[config.mk]
export PLATFORM = sky130hd
export DESIGN_NAME = pcm_to_i2s
export DESIGN_NICKNAME = d
export VERILOG_FILES = /design/src/rtl/pcm_to_i2s.sv
export SDC_FILE = /design/constraint.sdc
export NUM_CORES = 1
export LEC_CHECK = 0
export CORE_UTILIZATION = 50
export DETAILED_ROUTE_END_ITERATION = 8
export PLACE_DENSITY = 0.76
export SLEW_MARGIN = 10
export SYNTH_ARGS = -nofsm -noshare
export SYNTH_HDL_FRONTEND = slang
export SYNTH_SLANG_ARGS = --single-unit
[constraint.sdc]
create_clock -name clk -period 2.65 [get_ports clk]
set_input_delay 0.3975 -clock clk [delete_from_list [all_inputs] [get_ports clk]]
set_output_delay 0.3975 -clock clk [all_outputs]
set_load 0.01 [all_outputs]
[src/rtl/pcm_to_i2s.sv]
// -----------------------------------------------------------------------------
// pcm_to_i2s
//
// Transmit-side I2S serializer. It accepts one stereo PCM pair per frame over a
// valid/ready handshake. The pair is shifted out MSB-first on sd, with the usual
// I2S one-bit delay relative to ws. clk is the bit clock, so one serial bit is
// sent per cycle.
//
// A frame is 2*SLOT_BITS cycles long: the left slot (ws=0) comes first, then the
// right slot (ws=1). Each slot carries WORD_BITS data bits followed by zero
// padding.
//
// Ports:
//   clk          in   bit clock, rising-edge active
//   reset        in   synchronous, active-high
//   in_left      in   [WORD_BITS] left sample (two's complement, passed as-is)
//   in_right     in   [WORD_BITS] right sample
//   in_valid     in   pair on in_left/in_right is valid
//   in_ready     out  holding register empty; accept on in_valid && in_ready
//   ws           out  word select, 0 = left slot, 1 = right slot
//   sd           out  serial data
//   frame_start  out  high for the cycle with frame counter 0
//   underrun     out  one-cycle pulse: frame load found the holding register empty
// -----------------------------------------------------------------------------
module pcm_to_i2s #(
    parameter int WORD_BITS = 16,
    parameter int SLOT_BITS = 16
) (
    input  logic                 clk,
    input  logic                 reset,
    input  logic [WORD_BITS-1:0] in_left,
    input  logic [WORD_BITS-1:0] in_right,
    input  logic                 in_valid,
    output logic                 in_ready,
    output logic                 ws,
    output logic                 sd,
    output logic                 frame_start,
    output logic                 underrun
);

    localparam int FRAME_BITS = 2 * SLOT_BITS;
    localparam int CNT_W      = (FRAME_BITS > 1) ? $clog2(FRAME_BITS) : 1;

    localparam logic [CNT_W-1:0] CNT_LAST     = CNT_W'(FRAME_BITS - 1);
    localparam logic [CNT_W-1:0] CNT_PRE_LAST = CNT_W'(FRAME_BITS - 2);
    localparam logic [CNT_W-1:0] CNT_SLOT     = CNT_W'(SLOT_BITS);

    // Frame position and registered outputs
    logic [CNT_W-1:0]      r_cnt;
    logic                  r_ws;
    logic                  r_sd;
    logic                  r_frame_start;
    logic                  r_underrun;

    // r_in_ready is also the "holding register empty" flag
    logic                  r_in_ready;
    logic [WORD_BITS-1:0]  r_hold_left;
    logic [WORD_BITS-1:0]  r_hold_right;

    // Frame shifter: MSB is the undelayed stream bit for the current cycle
    logic [FRAME_BITS-1:0] r_shift;

    logic                  w_accept;
    logic                  w_load;
    logic                  w_full_next;
    logic [CNT_W-1:0]      w_cnt_next;
    logic [FRAME_BITS-1:0] w_load_frame;

    assign w_accept   = in_valid && r_in_ready;
    assign w_load     = (r_cnt == CNT_LAST);
    assign w_cnt_next = w_load ? '0 : r_cnt + CNT_W'(1);

    // At the load edge a full holding register empties. It cannot be refilled
    // on that same edge, because in_ready is low while it is full. An empty
    // holding register may be filled on the load edge. That pair is not
    // forwarded; it waits for the next frame's load.
    assign w_full_next = w_accept || (!r_in_ready && !w_load);

    // Frame image: left word at the top of the left slot, right word at the top
    // of the right slot, zero padding elsewhere. All zeros on underrun.
    always_comb begin
        // NOTE: default every always_comb output first so no path can infer a latch.
        w_load_frame = '0;
        if (!r_in_ready) begin
            w_load_frame[FRAME_BITS-1 -: WORD_BITS] = r_hold_left;
            w_load_frame[SLOT_BITS-1  -: WORD_BITS] = r_hold_right;
        end
    end

    // NOTE: sequential state uses non-blocking assignments so every flop sees pre-edge values.
    always_ff @(posedge clk) begin
        if (reset) begin
            r_cnt         <= '0;
            r_ws          <= 1'b0;
            r_sd          <= 1'b0;
            r_frame_start <= 1'b1;
            r_underrun    <= 1'b0;
            r_in_ready    <= 1'b1;
            r_shift       <= '0;
        end else begin
            r_cnt         <= w_cnt_next;
            // ws and frame_start are decoded from the next count so that, once
            // registered, they line up with the cycle r_cnt refers to.
            r_ws          <= (w_cnt_next >= CNT_SLOT);
            r_frame_start <= (w_cnt_next == '0);
            // underrun is visible during cycle F-1 when holding is empty at
            // the start of that cycle, i.e. right after this edge.
            r_underrun    <= (r_cnt == CNT_PRE_LAST) && !w_full_next;
            r_in_ready    <= !w_full_next;
            // Registering the shifter MSB gives the one-bit I2S delay.
            r_sd          <= r_shift[FRAME_BITS-1];
            if (w_load) begin
                r_shift <= w_load_frame;
            end else begin
                r_shift <= r_shift << 1;
            end
        end
    end

    // NOTE: holding data needs no reset; it is qualified by the empty flag and
    // only reaches the shifter when the flag says it is valid.
    always_ff @(posedge clk) begin
        if (w_accept) begin
            r_hold_left  <= in_left;
            r_hold_right <= in_right;
        end
    end

    assign in_ready    = r_in_ready;
    assign ws          = r_ws;
    assign sd          = r_sd;
    assign frame_start = r_frame_start;
    assign underrun    = r_underrun;

endmodule

; Word level (Yosys, flattened, before mapping)
; Cells that the tools add are included.
[word_totals]
romBits = 0
ram_bits = 0
n_memories = 0
word_cells = 27
regBits = 74
output_inout_bits = 5
latch_bits = 0
[op_classes]
order_cmp = 1
n_bitwise = 1
n_reduce_logical = 9
mux = 3
shift = 0
n_addsub = 1
eq_ne = 2
div = 0
n_mul = 0
[ops]
columns = op, count
row1 = $mux W32, 2
row2 = $eq A5 B5 Y1 const B, 2
row3 = $add A5 B1 Y5 const B, 1
row4 = $ge A5 B5 Y1 const B, 1
row5 = $logic_not A5 Y1, 1
row6 = $mux W5, 1
row7 = $logic_and A1 B1 Y1, 3
row8 = $logic_not A1 Y1, 3
row9 = $reduce_or A3 Y1, 1
row10 = $logic_or A1 B1 Y1, 1
row11 = $not A1 Y1, 1

; Logic depth before layout (Yosys ltp)
; Gate-level depths: netlist of the first run.
[depth]
depth_word = 6
depth_mapped = 6
mapped_depth_nobuf = 6

; Worst setup path after synthesis of the first run
; Ideal clock, no wire load.
[synth_path]
kind = reg-to-reg
from = register r_in_ready, in the netlist in_ready
to = register r_underrun, in the netlist underrun
period_less_slack_ns = 1.710
t_arrival_ns = 1.590
required_ns = 2.530
path_stages_with_launch = 4
setup_time_ns = 0.120
n_path_buf = 0
path_slack_ns = 0.940
path_cell_list = dfxtp_1 -> and2_1 -> o21bai_1 -> nor3_1
[synth_rtl]
columns = item, line
row1 = start: declaration, 56  ; logic r_in_ready;
row2 = start signal: assignment, 109  ; r_in_ready <= !w_full_next;
row3 = $logic_and A1 B1 Y1, 69  ; assign w_accept = in_valid && r_in_ready;
row4 = named net w_accept, 63  ; logic w_accept;
row5 = $logic_or A1 B1 Y1, 77  ; assign w_full_next = w_accept || (!r_in_ready && !w_load);
row6 = $logic_not A1 Y1, 108  ; r_underrun <= (r_cnt == CNT_PRE_LAST) && !w_full_next;
row7 = $logic_and A1 B1 Y1, 108
row8 = end signal: assignment, 108
row9 = end: declaration, 53  ; logic r_underrun;
; The timed path passes the listed nets, and every way through them passes these cells.
; A chain may end at the register's enable or synchronous reset.

; Worst setup path in the final report of the first run
[layout_path]
from = register r_cnt[0]
to = register r_shift[11]
[layout_between]
elab_chain_cells = 2
[layout_lines]
columns = item, line
row1 = start: declaration, 49  ; logic [CNT_W-1:0] r_cnt;
row2 = start signal: assignment, 101  ; r_cnt <= w_cnt_next;
row3 = $eq A5 B5 Y1, 70  ; assign w_load = (r_cnt == CNT_LAST);
row4 = $mux W32, 112  ; if (w_load) begin
row5 = end signal: assignment, 113  ; r_shift <= w_load_frame;
row6 = end signal: assignment, 115  ; r_shift <= r_shift << 1;
row7 = end: declaration, 61  ; logic [FRAME_BITS-1:0] r_shift;
; No other way between the ends.

==> results of run 1 <==
==> flip-flops by register name, indices dropped and copies added, names as in the netlist <==
signal / flops
r_cnt: 5
r_shift: 32
sd: 1
in_ready: 1
r_hold_right: 16
r_hold_left: 16
frame_start: 1
underrun: 1
==> per-stage QoR <==
step / utilization [%] / std cells / hold slack, ns / total power, mW
2_1_floorplan: - / 138 / 0.414 / 1.29
3_3_place_gp: 62.6 / 225 / 0.428 / 1.35
3_5_place_dp: 62.6 / 225 / 0.434 / 1.36
4_1_cts: 67.6 / 241 / 0.448 / 2.28
5_1_grt: 67.7 / 241 / 0.455 / 2.35
6_report: 67.7 / 241 / 0.449 / 2.25
==> critical path: cells and delay by family (launching register included) <==
kind,cells,cell delay [ns]
and+or+nand+nor,2,0.76
adders and majority gates,2,0.52
DFF,1,0.35
AOI/OAI and AO/OA,1,0.27
==> how the worst min path moves through the flow <==
stage,start,to,slack (ns)
finish,r_shift[31],sd,0.45
global route,r_shift[17],r_shift[18],0.45
CTS,r_shift[17],r_shift[18],0.45
detailed placement,r_shift[31],sd,0.43
global placement,r_hold_right[0],r_shift[0],0.43
floorplan,r_shift[31],sd,0.41
==> cell type report <==
class	instances	area [um2]
timing repair buffer	42	413
clock inverter	4	47.5
tap	52	65.1
inverter	2	7.51
multi-input combinational	56	499
clock buffer	12	176
fill	323	1420
sequential	73	1780
==> report_power, final <==
| part | leakage, nW | internal, mW | switching (mW) | total, mW |
|---|---|---|---|---|
| Clock | 0.115 | 0.540 | 0.381 | 0.921 |
| Sequential | 0.638 | 1.22 | 0.0164 | 1.23 |
| Combinational | 0.378 | 0.0580 | 0.0389 | 0.0969 |
==> metal layers <==
metal  GRT usage, %  vias to the layer above
li1               -                      612
met2           24.7                       44
met5              0                        -
met3           8.37                        6
met1           21.4                      581
met4           6.67                        0
==> cells in the final DEF, fill, tap and decap left out, drive strengths merged <==
| master | n |
|---|---|
| clkinv | 3 |
| nand4 | 1 |
| inv | 2 |
| edfxtp | 32 |
| nor3 | 5 |
| clkdlybuf4s50 | 39 |
| dfxtp | 41 |
| nor2b | 1 |
| o21bai | 1 |
| bufinv | 1 |
| nand3 | 1 |
| and2 | 2 |
| clkbuf | 12 |
| and3 | 1 |
| buf | 3 |
| a21oi | 1 |
| xnor2 | 1 |
| mux2 | 1 |
| nor2 | 3 |
| ha | 4 |
| nand2b | 1 |
| a22o | 31 |
| nor3b | 2 |
==> cell families (layout without fill, tap and decap cells) <==
group	Yosys count	after routing
xor+xnor	1	1
mux	1	1
flops	73	73
simple gates	17	17
compound gates	33	33
buf+inv	9	60
fa+ha+maj	4	4
==> qor.csv, run 1 <==
stage,metric,value,unit
run_status,status,"complete, no violations",
logic_synthesis,synthAdderAreaFrac,2.14,%
logic_synthesis,synth_area_leader_cell,edfxtp_1,
timing,hold_viol,0,
worst_hold_path,hp-class,reg2reg,
drt,antenna_left,0,
logic_synthesis,ys_seq_area_share,76.1,%
worst_setup_path,crit_start,r_cnt[0],
die,die_x,70.4,um
cts,cts_resized,0,
timing,fin_skew,0.00452,ns
logic_synthesis,synth_common_cells,"dfxtp_1, edfxtp_1, a22o_2",
logic_synthesis,async_flop_share,0,%
pwr,powerDensity,753,nW/um2
logic_synthesis,synthCells,138,
cts,cts_tree,yes,
worst_setup_path,worstPathArrival,2.24,ns
worst_setup_path,start_kind,flop,
logic_synthesis,synth_edf_count,32,
worst_setup_path,path_max_fanout,31,
placed_design,hpwl,2.12,mm
die,die_height,70.4,um
drt,top_layer_used,met4,
worst_setup_path,reg2reg_to,r_shift[11],
timing,slew_headroom,55.5,%
logic_synthesis,ys_dominant_reg_cell,dfxtp_1,
drt,met3_length,241,um
worst_hold_path,hold-path-cell-count,1,
logic_synthesis,synth_top_family_by_area,compound AO/OA/AOI/OAI gates,
drt,wl_met1,1.59,mm
logic_synthesis,synth.area.top_cells,"edfxtp_1, dfxtp_1, a22o_2",
worst_setup_path,critPathRequiredTime,2.93,ns
drt,viasPerCell,5.16,
timing,tightest_slew,0.666,ns
drt,firstDrtPassIters,4,
die,io_pins,40,
logic_synthesis,yosys.area_share.simple,4.70,%
logic_synthesis,synth_compound_area_share,13.1,%
cts,path_clk_slew,0.07,ns
timing,clock.fmax,0.511,GHz
logic_synthesis,ys_ff_latch,73,
global_route,antenna_found_initial,0,
cts,htreeDepth,3,
timing,setup_tns,0,ns
cts,clock_sinks,73,
die,dieArea,4960,um2
drt,drc,0,
worst_setup_path,crit_end,r_shift[11],
logic_synthesis,yosys_warnings,0,
logic_synthesis,synth_nets,177,
finish,drive_gt1_share,21.7,%
drt,totalWireLength,3.51,mm
drt,vias,1243,
global_route,grt_pass1_vias,1259,
finish,nets,223,
placed_design,place_ws,0.332,ns
worst_setup_path,ff2ff_path_depth,5,
logic_synthesis,synth_most_common_cell,dfxtp_1,
cts,clk_latency,0.34,ns
die,core,4410,um2
logic_synthesis,synth_xor_area_share,0.374,%
placed_design,dpl-instance-area,2760,um2
drt,drt-wirelength-per-cell,14.5,um
worst_setup_path,crit_path_cell_trace,ha_1 > and3_1 > ha_1 > nor2_4 > a22o_2,
job,cap_violations,0,
cts,cts_made_buffers,9,
timing,min_period_over_period,73.8,%
timing,drv_slew,0,
drt,drt-initial-drc-count,86,
worst_setup_path,critPathSlowestCell,nor2_4,
logic_synthesis,syn-cell-area,2340,um2
placed_design,numPortBuffers,39,
logic_synthesis,avgSynthCellArea,17.0,um2
logic_synthesis,ys_types,23,
cts,cts_hold_buf,0,
die,rows,24,
finish,area_delta_synth_final,27.7,%
global_route,grtUsageTotal,16.9,%
logic_synthesis,yosys.area.top_type_share,41.0,%
pwr,power.leakage,1.13,nW
drt,met2_length,1.62,mm
pwr,peakVddDrop,0.441,mV
timing,setup_viol,0,
die,start_util,53.0,%
worst_setup_path,crit_type,reg2reg,
cts,cts-root-buf,clkbuf_8,
timing,rsz0062_at_grt,false,
global_route,grt-ovfl-total,0,
finish,antenna_cells,0,
timing,timing.final.ws_setup,0.693,ns
worst_setup_path,endpoint_kind,flop,
worst_setup_path,cpMostUsedCell,ha_1,
placed_design,globalplace.congestion,0.759,
cts,post-cts-setup-buffers,0,
worst_setup_path,r2r_slack,0.69,ns
worst_setup_path,critPathMaxStageDelay,0.57,ns
global_route,grt_pass1_wl,6.11,mm
worst_setup_path,worstReg2RegStart,r_cnt[0],
global_route,grt_start_max_net_pins,34,
finish,stdcell_area,2990,um2
timing,post-route-min-period,1.96,ns
logic_synthesis,muxShareOfSynthArea,0.641,%
cts,clk_path_buf_depth,2,
No activity file was read; power rests on OpenSTA's default activity.
==> run 2, diff against run 1 <==
Clock period 2.65 ns to 1.91 ns, I/O delays scaled along.
==> run 2 against run 1 <==
  * Total power grew 26%
  * Core utilization grew 0.77 points
  * Critical path depth shrank 4
  * Hold slack lost 0.0077 ns
  * Combinational power grew 59%
  * Global-route usage grew 0.40 points
  * Clock power grew 5.4%
==> qor.csv, run 2 (synthesis results as in run 1) <==
stage,metric,value,unit
run_status,status,"complete, no violations",
finish,antenna_cells,0,
die,dieArea,4960,um2
pwr,finalPower,2.84,mW
finish,regArea,1780,um2
drt,vias,1263,
pwr,clock_power_share,34.2,%
die,die_height,70.4,um
timing,setup_viol,0,
global_route,grtUsageTotal,17.3,%
drt,firstDrtPassIters,4,
drt,drt-wirelength-per-cell,14.9,um
finish,nets,229,
finish,nFillCells,319,
pwr,pwr-share-seq,60.3,%
cts,htreeDepth,3,
worst_setup_path,crit_type,reg2out,
placed_design,place_ws,-0.242,ns
timing,post-route-min-period,1.73,ns
job,cap_violations,0,
worst_setup_path,start_kind,flop,
die,start_util,53.0,%
worst_setup_path,crit_path_cell_trace,clkdlybuf4s50_1,
die,core,4410,um2
worst_setup_path,cp_top_family,buffers and inverters,
finish,final_cell_mix,"dfxtp_1, clkdlybuf4s50_1, edfxtp_1",
placed_design,numPortBuffers,39,
drt,totalWireLength,3.69,mm
worst_setup_path,worstPathArrival,1.45,ns
pwr,intPower,2.25,mW
cts,cts-root-buf,clkbuf_8,
placed_design,dpl-instance-area,2810,um2
timing,setup_tns,0,ns
placed_design,placed_cells,228,
drt,drt-initial-drc-count,68,
drt,drc,0,
finish,largest_reg_flops,32,
cts,path_clk_slew,0.07,ns
finish,multiInputGateArea,513,um2
worst_setup_path,endpoint_kind,output port,
finish,largestRegisters,"r_shift: 32 flops, r_hold_left: 16 flops, r_hold_right: 16 flops",
finish,area_delta_synth_final,29.2,%
timing,whs,0.441,ns
drt,antenna_left,0,
global_route,antenna_found_initial,0,
worst_setup_path,path_buf_inv,1,
worst_setup_path,critPathMaxStageDelay,0.60,ns
worst_hold_path,hp-class,reg2reg,
cts,clock_sinks,73,
pwr,p_sw,0.590,mW
global_route,grt_pass1_wl,6.18,mm
cts,cts_hold_buf,0,
placed_design,globalplace.congestion,0.741,
pwr,power.leakage,1.14,nW
timing,clock.fmax,0.577,GHz
finish,largest-register,r_shift,
timing,fin_skew,0.00600,ns
pwr,powerDensity,938,nW/um2
finish,drive_gt1_share,22.6,%
cts,clk_path_buf_depth,2,
timing,drv_slew,0,
pwr,peakVddDrop,0.592,mV
finish,stdcell_area,3020,um2
timing,slew_headroom,77.9,%
placed_design,hpwl,2.18,mm
die,die_x,70.4,um
worst_setup_path,critPathRequiredTime,1.62,ns
cts,clk_latency,0.33,ns
die,io_pins,40,
timing,rsz0062_at_grt,false,
timing,tightest_slew,0.331,ns
drt,viasPerCell,5.11,
global_route,grt-ovfl-total,0,
timing,hold_viol,0,
worst_setup_path,path_max_fanout,5,
finish,final_common_cell,dfxtp_1,
die,rows,24,
cts,cts_tree,yes,
pwr,combPwrFrac,5.4,%
finish,utilization,68.5,%
worst_setup_path,critPathSlowestCell,clkdlybuf4s50_1,
finish,fin_cells,247,
global_route,grt_start_max_net_pins,34,
timing,min_period_over_period,90.8,%
global_route,grt_pass1_vias,1300,
pwr,p_sw_share,20.8,%
cts,cts_made_buffers,9,
timing,timing.final.ws_setup,0.176,ns
[run 2: cell count changes in the layout (fill, tap and decap cells not counted)]
cell,before,now
clkinvlp_4,0,1
buf_4,3,4
nor2_2,0,1
buf_12,0,4
bufinv_16,1,0
clkbuf_8,11,9
clkinv_2,1,2
nor3b_4,1,2
clkbuf_1,0,3
clkinv_4,1,0
nor2_4,1,0
clkbuf_16,1,0
[run 2: what timing repair did]
action	4_1_cts	5_1_grt
buffers inserted	0	2
gates cloned	1	0
endpoints found under the setup margin	32	18
resized for setup	1	0
[run 2: path summary, 6_finish.rpt]
check | depth (start not counted) | endpoint | slack (ns) | start
hold / removal | 1 | sd | 0.44 | r_shift[31]
setup / recovery | 1 | in_ready | 0.18 | in_ready
hold reg to reg | 1 | sd | 0.44 | r_shift[31]
setup reg to reg | 7 | r_shift[20] | 0.23 | r_cnt[0]
[run 2: final cells by class]
class / count / area share, %
clock inverter: 4 / 0.703
timing repair buffer: 47 / 16.5
multi-input combinational: 57 / 17.0
sequential: 73 / 58.9
clock buffer: 12 / 4.47
tap: 52 / 2.15
inverter: 2 / 0.248
[run 2: metal layers]
metal,global-route usage [%],up-vias,wire length [um]
met5,0,-,0
met4,4.67,0,31
met3,10.4,4,239
met2,24.8,39,1750
met1,22.0,592,1670
li1,-,628,-
[run 2: power by group through the flow]
stage / Combinational [mW] / Sequential [mW] / Clock (mW)
floorplan: 0.0438 / 1.74 / 0
global placement: 0.148 / 1.74 / 0
CTS: 0.156 / 1.71 / 1.01
detailed placement: 0.154 / 1.74 / 0
global route: 0.168 / 1.72 / 1.10
finish: 0.154 / 1.71 / 0.971
==> run 3, diff against run 2 <==
Settings changed: ABC_AREA set to 1.
==> run 3 against run 2 <==
  * Sequential power about the same
  * Total power up 0.11%
  * Routed wire length down 9.9%
  * Non-clock buffer count down 2
  * Largest cell class unchanged
  * Largest power group unchanged
  * Highest routed layer unchanged
==> qor.csv, run 3 <==
stage,metric,value,unit
finish,largest-register,r_shift,
timing,post-route-min-period,1.59,ns
timing,clock.fmax,0.628,GHz
pwr,pwr-share-seq,60.1,%
worst_hold_path,holdPathEnd,sd,
logic_synthesis,synth_area_leader_cell,edfxtp_1,
cts,clk_path_buf_depth,2,
worst_hold_path,hp-class,reg2reg,
worst_hold_path,min_from,r_shift[31],
pwr,combPwrFrac,5.4,%
logic_synthesis,synth_common_cells,"dfxtp_1, nand2_1, inv_1",
worst_setup_path,critPathSlowestCell,dfxtp_1,
timing,tightest_slew,0.299,ns
worst_setup_path,worstReg2RegStart,r_cnt[1],
logic_synthesis,synthCells,209,
die,start_util,53.6,%
timing,fin_skew,0.00455,ns
logic_synthesis,synth_edf_count,32,
logic_synthesis,yosys_warnings,0,
worst_setup_path,critPathRequiredTime,2.17,ns
die,core,4500,um2
cts,cts-root-buf,clkbuf_8,
timing,drv_slew,0,
global_route,grtUsageTotal,15.7,%
drt,drc,0,
worst_setup_path,r2r_slack,0.32,ns
finish,antenna_cells,0,
logic_synthesis,ys_types,17,
finish,nets,298,
finish,area_delta_synth_final,25.3,%
drt,totalWireLength,3.32,mm
worst_setup_path,reg2reg_to,r_shift[20],
logic_synthesis,avgSynthCellArea,11.5,um2
finish,largestRegisters,"r_shift: 32 flops, r_hold_left: 16 flops, r_hold_right: 16 flops",
cts,cts_resized,0,
logic_synthesis,async_flop_share,0,%
finish,final_common_cell,dfxtp_1,
drt,viasPerCell,4.65,
cts,htreeDepth,3,
global_route,grt-ovfl-total,0,
worst_setup_path,ff2ff_path_depth,8,
run_status,status,"complete, no violations",
logic_synthesis,syn-cell-area,2410,um2
cts,clk_latency,0.33,ns
cts,clock_sinks,73,
cts,path_clk_slew,0.06,ns
finish,final_cell_mix,"dfxtp_1, nand2_1, clkdlybuf4s50_1",
logic_synthesis,ys_seq_area_share,73.8,%
logic_synthesis,yosys.area.top_type_share,39.8,%
worst_setup_path,path_max_fanout,21,
die,die_height,71.5,um
worst_setup_path,critPathMaxStageDelay,0.36,ns
finish,largest_reg_flops,32,
pwr,peakVddDrop,0.521,mV
placed_design,dpl-instance-area,2870,um2
logic_synthesis,synth_most_common_cell,dfxtp_1,
drt,drt-wirelength-per-cell,10.5,um
timing,rsz0062_at_grt,false,
pwr,intPower,2.28,mW
timing,setup_viol,0,
die,io_pins,40,
global_route,grt_start_max_net_pins,22,
pwr,power.leakage,1.25,nW
placed_design,hpwl,2.22,mm
logic_synthesis,synth_nets,248,
cts,cts_made_buffers,9,
logic_synthesis,ys_dominant_reg_cell,dfxtp_1,
die,dieArea,5110,um2
pwr,clock_power_share,34.5,%
job,cap_violations,0,
worst_hold_path,hold-path-cell-count,2,
drt,antenna_left,0,
cts,cts_tree,yes,
timing,slew_headroom,80.0,%
worst_setup_path,endpoint_kind,flop,
die,die_x,71.5,um
pwr,p_sw_share,19.6,%
placed_design,globalplace.congestion,0.847,
logic_synthesis,ys_ff_latch,73,
drt,vias,1470,
cts,post-cts-setup-buffers,0,
drt,firstDrtPassIters,4,
global_route,antenna_found_initial,0,
timing,setup_tns,0,ns
worst_setup_path,crit_type,reg2reg,
finish,stdcell_area,3030,um2
placed_design,numPortBuffers,39,
timing,min_period_over_period,83.3,%
worst_setup_path,worstPathArrival,1.85,ns
worst_setup_path,start_kind,flop,
worst_setup_path,crit_path_cell_trace,ha_1 > nand2_1 > nor2_1 > ha_1 > nor2_2 > buf_4 > nand2_1 > o21ai_1,
logic_synthesis,synth.area.top_cells,"edfxtp_1, dfxtp_1, nand2_1",
pwr,powerDensity,939,nW/um2
drt,drt-initial-drc-count,85,
cts,cts_hold_buf,0,
global_route,grt_pass1_wl,5.88,mm
global_route,grt_pass1_vias,1420,
timing,hold_viol,0,
pwr,p_sw,0.556,mW
finish,drive_gt1_share,7.58,%
die,rows,24,
run 3: kinds of logic after synthesis:
kind of cell	count (synthesis)	synth area share, %
DFF	73	73.8
and+or+nand+nor	55	9.38
buffers and inverters	45	8.09
AOI/OAI and AO/OA	32	6.64
adders and majority gates	4	2.07
run 3: power groups by stage:
stage / clock, mW / combinational (mW) / sequential [mW]
2_1_floorplan: 0 / 0.0528 / 1.74
3_3_place_gp: 0 / 0.152 / 1.74
3_5_place_dp: 0 / 0.155 / 1.74
4_1_cts: 1.01 / 0.155 / 1.71
5_1_grt: 1.08 / 0.171 / 1.71
6_report: 0.980 / 0.153 / 1.71
run 3: worst max-delay path by stage:
stage / cells past startpoint / start / end
5_1_grt: 8 / r_cnt[0] / r_shift[16]
6_report: 8 / r_cnt[1] / r_shift[20]
3_5_place_dp: 5 / reset / r_shift[1]
2_1_floorplan: 2 / in_ready / r_hold_left[0]
4_1_cts: 8 / r_cnt[0] / r_shift[16]
3_3_place_gp: 5 / reset / r_shift[1]
run 3: final cells by class:
type	count	area (um2)
flip-flops and latches	73	1780
multi-input cells	91	437
inverters	39	146
clock buffers	15	156
well taps	52	65.1
repair buffers	45	435
fillers	358	1480
clock inverters	1	3.75
run 3: worst max-delay path: cells and delay by family, from the launching register on:
family / cells / cell delay, ns
AOI/OAI and AO/OA: 1 / 0.08
adders and majority gates: 2 / 0.43
buffers and inverters: 1 / 0.26
DFF: 1 / 0.36
and+or+nand+nor: 4 / 0.40
run 3: per-layer routing:
layer	track usage [%]	vias to the layer above	wire, um
met3	5.20	9	155
met5	0	-	0
met4	11.1	0	102
li1	-	766	-
met1	17.9	659	1520
met2	24.9	36	1550
run 3: through the flow:
| step | setup slack, ns | utilization, % | instances | hold WS (ns) | power (mW) |
|---|---|---|---|---|---|
| 3_3_place_gp | 0.313 | 63.6 | 300 | 0.394 | 1.89 |
| 6_report | 0.319 | 67.2 | 316 | 0.405 | 2.84 |
| 2_1_floorplan | 0.424 | - | 209 | 0.353 | 1.79 |
| 4_1_cts | 0.309 | 67.2 | 316 | 0.407 | 2.88 |
| 5_1_grt | 0.116 | 67.2 | 316 | 0.433 | 2.96 |
| 3_5_place_dp | 0.322 | 63.6 | 300 | 0.398 | 1.90 |
